==> src/rtl/alu_share_ctrl.sv <==
// alu_share_ctrl: lets two requesters share one external combinational ALU.
// It grants one requester, registers its operands, captures the ALU result
// one cycle later, and holds that result until the consumer takes it.
module alu_share_ctrl #(
  parameter bit RR_EN = 1'b1
) (
  input  logic       clk,
  input  logic       rst_n,
  input  logic [1:0] req_valid,
  output logic [1:0] req_ready,
  input  logic [7:0] req_a,
  input  logic [7:0] req_b,
  input  logic [1:0] req_mode,
  input  logic [5:0] req_op,
  output logic [3:0] alu_a,
  output logic [3:0] alu_b,
  output logic       alu_mode,
  output logic [2:0] alu_op,
  input  logic [3:0] alu_out,
  input  logic       alu_cout,
  output logic       rsp_valid,
  input  logic       rsp_ready,
  output logic       rsp_id,
  output logic [3:0] rsp_data,
  output logic       rsp_cout,
  output logic [7:0] done_cnt
);

  typedef enum logic [1:0] {
    IDLE = 2'd0,
    EXEC = 2'd1,
    RESP = 2'd2
  } state_e;

  state_e     state_q, state_d;
  logic [1:0] grant;
  logic       grantIdx;
  logic       accept;
  logic       lastGrant_q;
  logic       owner_q;
  logic [3:0] opA_q, opB_q;
  logic       opMode_q;
  logic [2:0] opOp_q;
  logic       rspId_q;
  logic [3:0] rspData_q;
  logic       rspCout_q;
  logic [7:0] doneCnt_q;

  // Arbitration: a lone requester always wins; on contention round-robin
  // picks whoever did not win last time, fixed priority picks requester 0.
  always_comb begin
    grant = 2'b00;
    if (req_valid == 2'b11) begin
      grant = (RR_EN && !lastGrant_q) ? 2'b10 : 2'b01;
    end else begin
      grant = req_valid;
    end
  end

  assign grantIdx = grant[1];
  assign accept   = (state_q == IDLE) && (req_valid != 2'b00);

  // State register; reset drops any in-flight operation back to IDLE.
  always_ff @(posedge clk or negedge rst_n) begin
    if (!rst_n) begin
      state_q <= IDLE;
    end else begin
      state_q <= state_d;
    end
  end

  // Next-state logic; EXEC is always a single cycle and any unused
  // encoding falls back to IDLE.
  always_comb begin
    state_d = IDLE;
    case (state_q)
      IDLE:    state_d = accept ? EXEC : IDLE;
      EXEC:    state_d = RESP;
      RESP:    state_d = rsp_ready ? IDLE : RESP;
      default: state_d = IDLE;
    endcase
  end

  // Outputs decoded from the state; ready is also masked while in reset.
  always_comb begin
    req_ready = 2'b00;
    rsp_valid = 1'b0;
    if ((state_q == IDLE) && rst_n) begin
      req_ready = grant;
    end
    if (state_q == RESP) begin
      rsp_valid = 1'b1;
    end
  end

  // Operand capture on acceptance; the ALU only ever sees these registers,
  // so they stay frozen through EXEC and RESP.
  always_ff @(posedge clk or negedge rst_n) begin
    if (!rst_n) begin
      opA_q       <= 4'd0;
      opB_q       <= 4'd0;
      opMode_q    <= 1'b0;
      opOp_q      <= 3'd0;
      owner_q     <= 1'b0;
      lastGrant_q <= 1'b1;
    end else if (accept) begin
      opA_q       <= grantIdx ? req_a[7:4] : req_a[3:0];
      opB_q       <= grantIdx ? req_b[7:4] : req_b[3:0];
      opMode_q    <= req_mode[grantIdx];
      opOp_q      <= grantIdx ? req_op[5:3] : req_op[2:0];
      owner_q     <= grantIdx;
      lastGrant_q <= grantIdx;
    end
  end

  // Result capture at the end of EXEC; held untouched while RESP stalls.
  always_ff @(posedge clk or negedge rst_n) begin
    if (!rst_n) begin
      rspId_q   <= 1'b0;
      rspData_q <= 4'd0;
      rspCout_q <= 1'b0;
    end else if (state_q == EXEC) begin
      rspId_q   <= owner_q;
      rspData_q <= alu_out;
      rspCout_q <= alu_cout;
    end
  end

  // Completed-response counter, bumped on each handshake and wrapping at 256.
  always_ff @(posedge clk or negedge rst_n) begin
    if (!rst_n) begin
      doneCnt_q <= 8'd0;
    end else if ((state_q == RESP) && rsp_ready) begin
      doneCnt_q <= doneCnt_q + 8'd1;
    end
  end

  assign alu_a    = opA_q;
  assign alu_b    = opB_q;
  assign alu_mode = opMode_q;
  assign alu_op   = opOp_q;
  assign rsp_id   = rspId_q;
  assign rsp_data = rspData_q;
  assign rsp_cout = rspCout_q;
  assign done_cnt = doneCnt_q;

endmodule
==> config.mk <==
export PLATFORM = sky130hd
export DESIGN_NAME = alu_share_ctrl
export DESIGN_NICKNAME = d
export VERILOG_FILES = /design/src/rtl/alu_share_ctrl.sv
export SDC_FILE = /design/constraint.sdc
export NUM_CORES = 1
export LEC_CHECK = 0
export CORE_ASPECT_RATIO = 1.75
export CORE_MARGIN = 2
export CORE_UTILIZATION = 30
export DETAILED_ROUTE_END_ITERATION = 16
export PLACE_DENSITY_LB_ADDON = 0.15
export SLEW_MARGIN = 20
export SYNTH_ARGS = -nofsm -noshare
export SYNTH_HDL_FRONTEND = slang
export SYNTH_SLANG_ARGS = --single-unit
==> constraint.sdc <==
create_clock -name clk -period 3.6 [get_ports clk]
set_input_delay 0.9 -clock clk [delete_from_list [all_inputs] [get_ports clk]]
set_output_delay 0.9 -clock clk [all_outputs]
set_load 0.05 [all_outputs]
==> results of run 1 <==
[worst max-delay path, cell delays in order]
cell and delay (ns):
clkdlybuf4s50_1 0.49, a21boi_4 0.18, and3_2 0.22, buf_12 0.14
[per-stage QoR]
step,worst slack [ns],instances
3_5_place_dp,0.766,209
2_1_floorplan,1.04,97
5_1_grt,0.717,217
3_3_place_gp,0.778,209
4_1_cts,0.759,217
6_report,0.766,217
[layer usage]
layer | routed length (microns) | vias to the layer above
li1 | - | 470
met1 | 1240 | 497
met2 | 1710 | 45
met3 | 214 | 8
met4 | 84 | 0
met5 | 0 | -
[layout by cell type (no fill, tap or decap), drive strengths merged]
master          n
nand3           2
and3            2
clkdlybuf4s50  60
nor2            3
a21boi          1
dfstp           1
dfrtp          29
xor2            6
mux2           33
ha              1
nor3            2
o21ai           1
inv             2
clkinv          1
buf             4
nand3b          1
o2111a          1
nand2           3
nand2b          2
xnor2           1
clkbuf          7
nor4            1
o21a            1
[Yosys cell counts, drive strengths merged (2+ instances only)]
master / instances
mux2: 33
dfrtp: 29
xor2: 6
buf: 3
nand2: 3
nor2: 3
and3: 2
inv: 2
nand2b: 2
nand3: 2
nor3: 2
[kinds of logic after synthesis]
| logic type | after synthesis |
|---|---|
| multiplexers | 33 |
| flip-flops | 30 |
| AND/OR/NAND/NOR | 16 |
| XOR/XNOR | 7 |
| buffers and inverters | 6 |
| AO/OA/AOI/OAI | 4 |
| adder cells (fa/ha/maj) | 1 |
[final timing paths]
path,to,cells after the start
min reg2reg,done_cnt[7],1
max,req_ready[1],4
max reg2reg,alu_a[0],3
min in group asynchronous,alu_op[2],2
min,done_cnt[7],1
max in group asynchronous,lastGrant_q,2
[power groups by stage]
stage / logic (mW) / registers [mW] / clock network, mW
3_5_place_dp: 1.23 / 0.608 / 0
5_1_grt: 1.28 / 0.629 / 0.300
2_1_floorplan: 0.396 / 1.05 / 0
4_1_cts: 1.23 / 0.606 / 0.284
6_report: 1.22 / 0.603 / 0.272
3_3_place_gp: 1.21 / 0.598 / 0
[area by class of cell]
type                            count  area share [%]
Multi-Input combinational cell     61            28.5
Clock inverter                      1           0.228
Clock buffer                        7            3.93
Inverter                            2           0.341
Sequential cell                    30            34.2
Timing Repair Buffer               64            29.8
Tap cell                           52            2.96
[registers in the layout, summed over array words and instances, names as in the netlist]
name / cells
done_cnt: 8
alu_a: 4
alu_b: 4
rsp_data: 4
alu_op: 3
state_q: 2
alu_mode: 1
lastGrant_q: 1
owner_q: 1
rsp_cout: 1
rsp_id: 1
==> flow_metrics.tcl, run 1 <==
set metrics [dict create \
    netlist_area_sq_um 1420 \
    classification_of_the_worst_setup_path "primary input to primary output" \
    total_setup_buffers_inserted_after_cts 0 \
    cap_viol_max_count 0 \
    clkSlewWorstSetupHoldPaths_ns 0.06 \
    synth.yosys.seq_area_share_pct 52.8 \
    post_synthesis_simple_gate_area_fraction_pct 6.06 \
    synthXorXnorAreaFrac_pct 4.31 \
    full_die_area_sq_um 5340 \
    timing.critical_path.arrival_ns 1.93 \
    post-dp-hpwl_microns 2430 \
    use_met1_pct 14.7 \
    detail_route.vias_per_cell 4.70 \
    total_switching_power_mw 0.938 \
    core_utilization_of_the_finished_layout_pct 47.5 \
    timing.hold.worst.start "done_cnt[7]" \
    finalPower_mw 2.09 \
    nFillCells 451 \
    fin_setup_tns_ns 0 \
    wire_per_inst_microns 15.0 \
    combPwrFrac_pct 58.2 \
    post_cts_resized 0 \
    hold_path.class "flop to flop" \
    slew_headroom_pct 42.9 \
    number_of_antenna_violations_at_the_first_check_in_global_routing 0 \
    final_antenna_net_count 0 \
    p_sw_share_pct 44.8 \
    placement.io_buffers 62 \
    status "finished, final reports clean" \
    yosys_most_used_dff "dfrtp_1" \
    grt_most_used_layer "met2" \
    synthCells 97 \
    number_of_drc_markers_after_the_initial_detailed_route_iteration 21 \
    gr-total-overflow 0 \
    root_buffer "clkbuf_8" \
    regToRegSetupSlack_ns 1.69 \
    via_count 1020 \
    die_height_microns 95.1 \
    core-area_sq_um 4620 \
    tritoncts_clock_tree "done" \
    cts_buffers 5 \
    edff_count_synth 0 \
    final.period_utilization_pct 78.7 \
    grt_first_pass_wirelength_microns 5450 \
    floorplan.initialDensity_pct 30.8 \
    finClkSkew_ns 0.00195 \
    adder_cell_area_share_of_the_yosys_netlist_pct 0.879 \
    totalWireLength_microns 3250 \
    largest_family_of_logic_cells_by_synthesized_area "multiplexers" \
    grt_util_met2_pct 23.4 \
    n_antenna_cell 0 \
    count_of_pins_over_their_slew_limit 0 \
    worst_slew_pin_slew_ns 0.857 \
    remaining_drc_errors 0 \
    cell_area_placed_sq_um 2110 \
    fin_hold_ws_ns 0.469 \
    h-tree-depth 2 \
    synthesis.nets 132 \
    worstReg2RegStart "state_q[1]" \
    post_route_cells_drive_above_1_share_pct 29.1 \
    intPower_mw 1.16 \
    area.growth.synth_to_final_pct 54.4 \
    rsz0062_at_grt "false" \
    fin_nets 199 \
    timing.final.hold_violations 0 \
    yosys_register_bits 30 \
    met3_usage_pct 3.93 \
    peakVddDrop_mv 0.541 \
    synthMuxAreaShare_pct 29.8 \
    synthesis.yosys.warnings 0 \
    globalplace.congestion 0.698 \
    fp-row-count 33 \
    p_clk_share_pct 13.0 \
    synth_top_area_share_pct 51.0 \
    grt_usage_pct 13.4 \
    drt_pre_antenna_iters 4 \
    grt_start_max_net_pins 31 \
    worstPathRequired_ns 2.70 \
    synth_area_leaders "dfrtp_1 (51%), mux2_2 (15%), mux2_4 (15%)" \
    clk_latency_ns 0.27 \
    postCtsHoldBufs 0 \
    critPathLaunchType "primary input" \
    power_leakage_nw 0.973 \
    ys_types 23 \
    setup_viol 0 \
    synth-async-reset-ratio_pct 100 \
    clock_sinks 30 \
    die_width_microns 56.1 \
    share_seq_of_total_power_pct 28.8 \
    netlist.top_cell.by_area "dfrtp_1" \
    layout.area.seq_sq_um 752 \
    synthesized_area_fraction_occupied_by_ao_oa_aoi_and_oai_cells_pct 2.99 \
    via_count_of_the_first_global_routing_pass 1138 \
    cts.path.max_buffers 2 \
    critPathMaxFanout 3 \
    post-route-cell-area_sq_um 2200 \
    finalWorstPathRequiredPeriod_ns 2.83 \
    end_kind "primary output" \
    critPathLaunch "req_valid[1]" \
    area_used_by_multi_input_combinational_logic_sq_um 627 \
    power_density_nw_per_um2 952 \
    synthesis.area_per_instance_sq_um 14.7 \
    timing.fmax_ghz 0.353 \
    boundary_pins 63 \
]
Note: power is estimated with default switching activity, not from simulation.
==> run 2, diff against run 1 <==
clock period = 2.3 ns   (was 3.6 ns; I/O delays follow)
==> flow_metrics.tcl, run 2 (same netlist as run 1, synthesis figures left out) <==
set metrics [dict create \
    post-dp-hpwl_microns 2430 \
    wl_met1_microns 1220 \
    via_count_of_the_first_global_routing_pass 1120 \
    gr-total-overflow 0 \
    root_buffer "clkbuf_8" \
    power_density_nw_per_um2 1480 \
    mostFrequentLayoutCell "clkdlybuf4s50_1" \
    core-area_sq_um 4620 \
    worstPathRequired_ns 1.73 \
    finClkSkew_ns 0.00647 \
    count_of_pins_over_their_slew_limit 0 \
    met3_length_microns 220 \
    timing.final.hold_violations 0 \
    h-tree-depth 2 \
    critPathLaunch "req_valid[1]" \
    clkSlewWorstSetupHoldPaths_ns 0.06 \
    n_antenna_cell 0 \
    power_leakage_nw 0.985 \
    grt_usage_pct 12.9 \
    placement.io_buffers 62 \
    rsz0062_at_grt "false" \
    top_layer_used "met4" \
    boundary_pins 63 \
    highest_count_cells_in_the_layout_ignoring_fill_and_taps "clkdlybuf4s50_1 (59), dfrtp_1 (29), mux2_2 (19)" \
    largest_register_ff_count 8 \
    cts_buffers 5 \
    final_antenna_net_count 0 \
    tritoncts_clock_tree "done" \
    totalWireLength_microns 3240 \
    setup_slack_ns 0.0824 \
    die_height_microns 95.1 \
    nFillCells 445 \
    hold_path.class "flop to flop" \
    wire_per_inst_microns 14.8 \
    globalplace.congestion 0.768 \
    number_of_antenna_violations_at_the_first_check_in_global_routing 0 \
    fp-row-count 33 \
    post_route_cells_drive_above_1_share_pct 30.5 \
    grt_start_max_net_pins 31 \
    critPathCapture "req_ready[1]" \
    post-route-cell-area_sq_um 2210 \
    worst_slew_pin_slew_ns 0.552 \
    grt_first_pass_wirelength_microns 5240 \
    crit_path_max_incr_delay_ns 0.50 \
    numPlacedInstances 211 \
    clock_sinks 30 \
    setup_viol 0 \
    cap_viol_max_count 0 \
    clk_latency_ns 0.28 \
    post_cts_resized 0 \
    classification_of_the_worst_setup_path "primary input to primary output" \
    detail_route.vias_per_cell 4.70 \
    via_count 1030 \
    remaining_drc_errors 0 \
    route.met2.wl_microns 1710 \
    area.growth.synth_to_final_pct 55.5 \
    finalWorstPathRequiredPeriod_ns 2.22 \
    critPathLaunchType "primary input" \
    timing.critical_path.cells "clkdlybuf4s50_1 > a21boi_4 > and3_2 > buf_12" \
    timing.critical_path.arrival_ns 1.64 \
    timing.rr.end "alu_b[0]" \
    full_die_area_sq_um 5340 \
    r2r_cells 4 \
    peakVddDrop_mv 0.892 \
    cell_area_placed_sq_um 2130 \
    die_width_microns 56.1 \
    slowest_cell_on_the_critical_path "clkdlybuf4s50_1" \
    postCtsHoldBufs 0 \
    status "finished, final reports clean" \
    critPathMaxFanout 3 \
    floorplan.initialDensity_pct 30.8 \
    post-place-ws_ns 0.0479 \
    final.period_utilization_pct 96.4 \
    number_of_drc_markers_after_the_initial_detailed_route_iteration 6 \
    slew_headroom_pct 63.1 \
    timing.fmax_ghz 0.451 \
    end_kind "primary output" \
    cts.path.max_buffers 2 \
    worstReg2RegStart "lastGrant_q" \
    total_setup_buffers_inserted_after_cts 0 \
    drt_pre_antenna_iters 4 \
    instances_no_fill 219 \
    finalPower_mw 3.28 \
    fin_nets 201 \
    regToRegSetupSlack_ns 0.78 \
    fin_setup_tns_ns 0 \
]
-- run 2: cell count changes in the layout (fill, tap and decap cells not counted) --
cell / change
buf_4: +2
buf_12: +1
clkbuf_8: -1
clkdlybuf4s50_1: -1
clkinv_2: +1
-- run 2: metal layers --
layer	global-route usage [%]	vias to the layer above
li1	-	476
met1	13.8	505
met2	22.4	43
met3	4.48	6
met4	6.35	0
met5	0	-
-- run 2: how the worst min path moves through the flow --
stage	start	to	slack, ns	cells past startpoint
finish	done_cnt[7]	done_cnt[7]	0.47	1
global route	done_cnt[7]	done_cnt[7]	0.48	1
CTS	done_cnt[7]	done_cnt[7]	0.47	1
detailed placement	done_cnt[7]	done_cnt[7]	0.46	1
floorplan	rst_n	alu_a[0]	0.28	0
global placement	done_cnt[7]	done_cnt[7]	0.46	1
-- run 2: where the power goes --
part | switching, mW | internal [mW]
sequential | 0.165 | 0.776
combinational | 1.12 | 0.819
clock | 0.198 | 0.209
-- run 2: worst max-delay path: cells and delay by family --
kind | cells | cell delay (ns)
simple gates | 1 | 0.23
buf+inv | 2 | 0.64
compound gates | 1 | 0.20
-- run 2: stage by stage --
| stage | util [%] | hold WS [ns] |
|---|---|---|
| after floorplan | - | 0.279 |
| after global placement | 46.1 | 0.457 |
| after detailed placement | 46.1 | 0.456 |
| after CTS | 47.9 | 0.469 |
| after global routing | 47.9 | 0.481 |
| final | 47.9 | 0.466 |
-- run 2: area by class of cell --
type                            instances  area [sq um]  share of cell area (%)
Sequential cell                        30           752                    34.0
Timing Repair Buffer                   66           681                    30.7
Multi-Input combinational cell         61           627                    28.3
Clock buffer                            6          72.6                    3.28
Tap cell                               52          65.1                    2.94
Clock inverter                          2          10.0                   0.452
Inverter                                2          7.51                   0.339
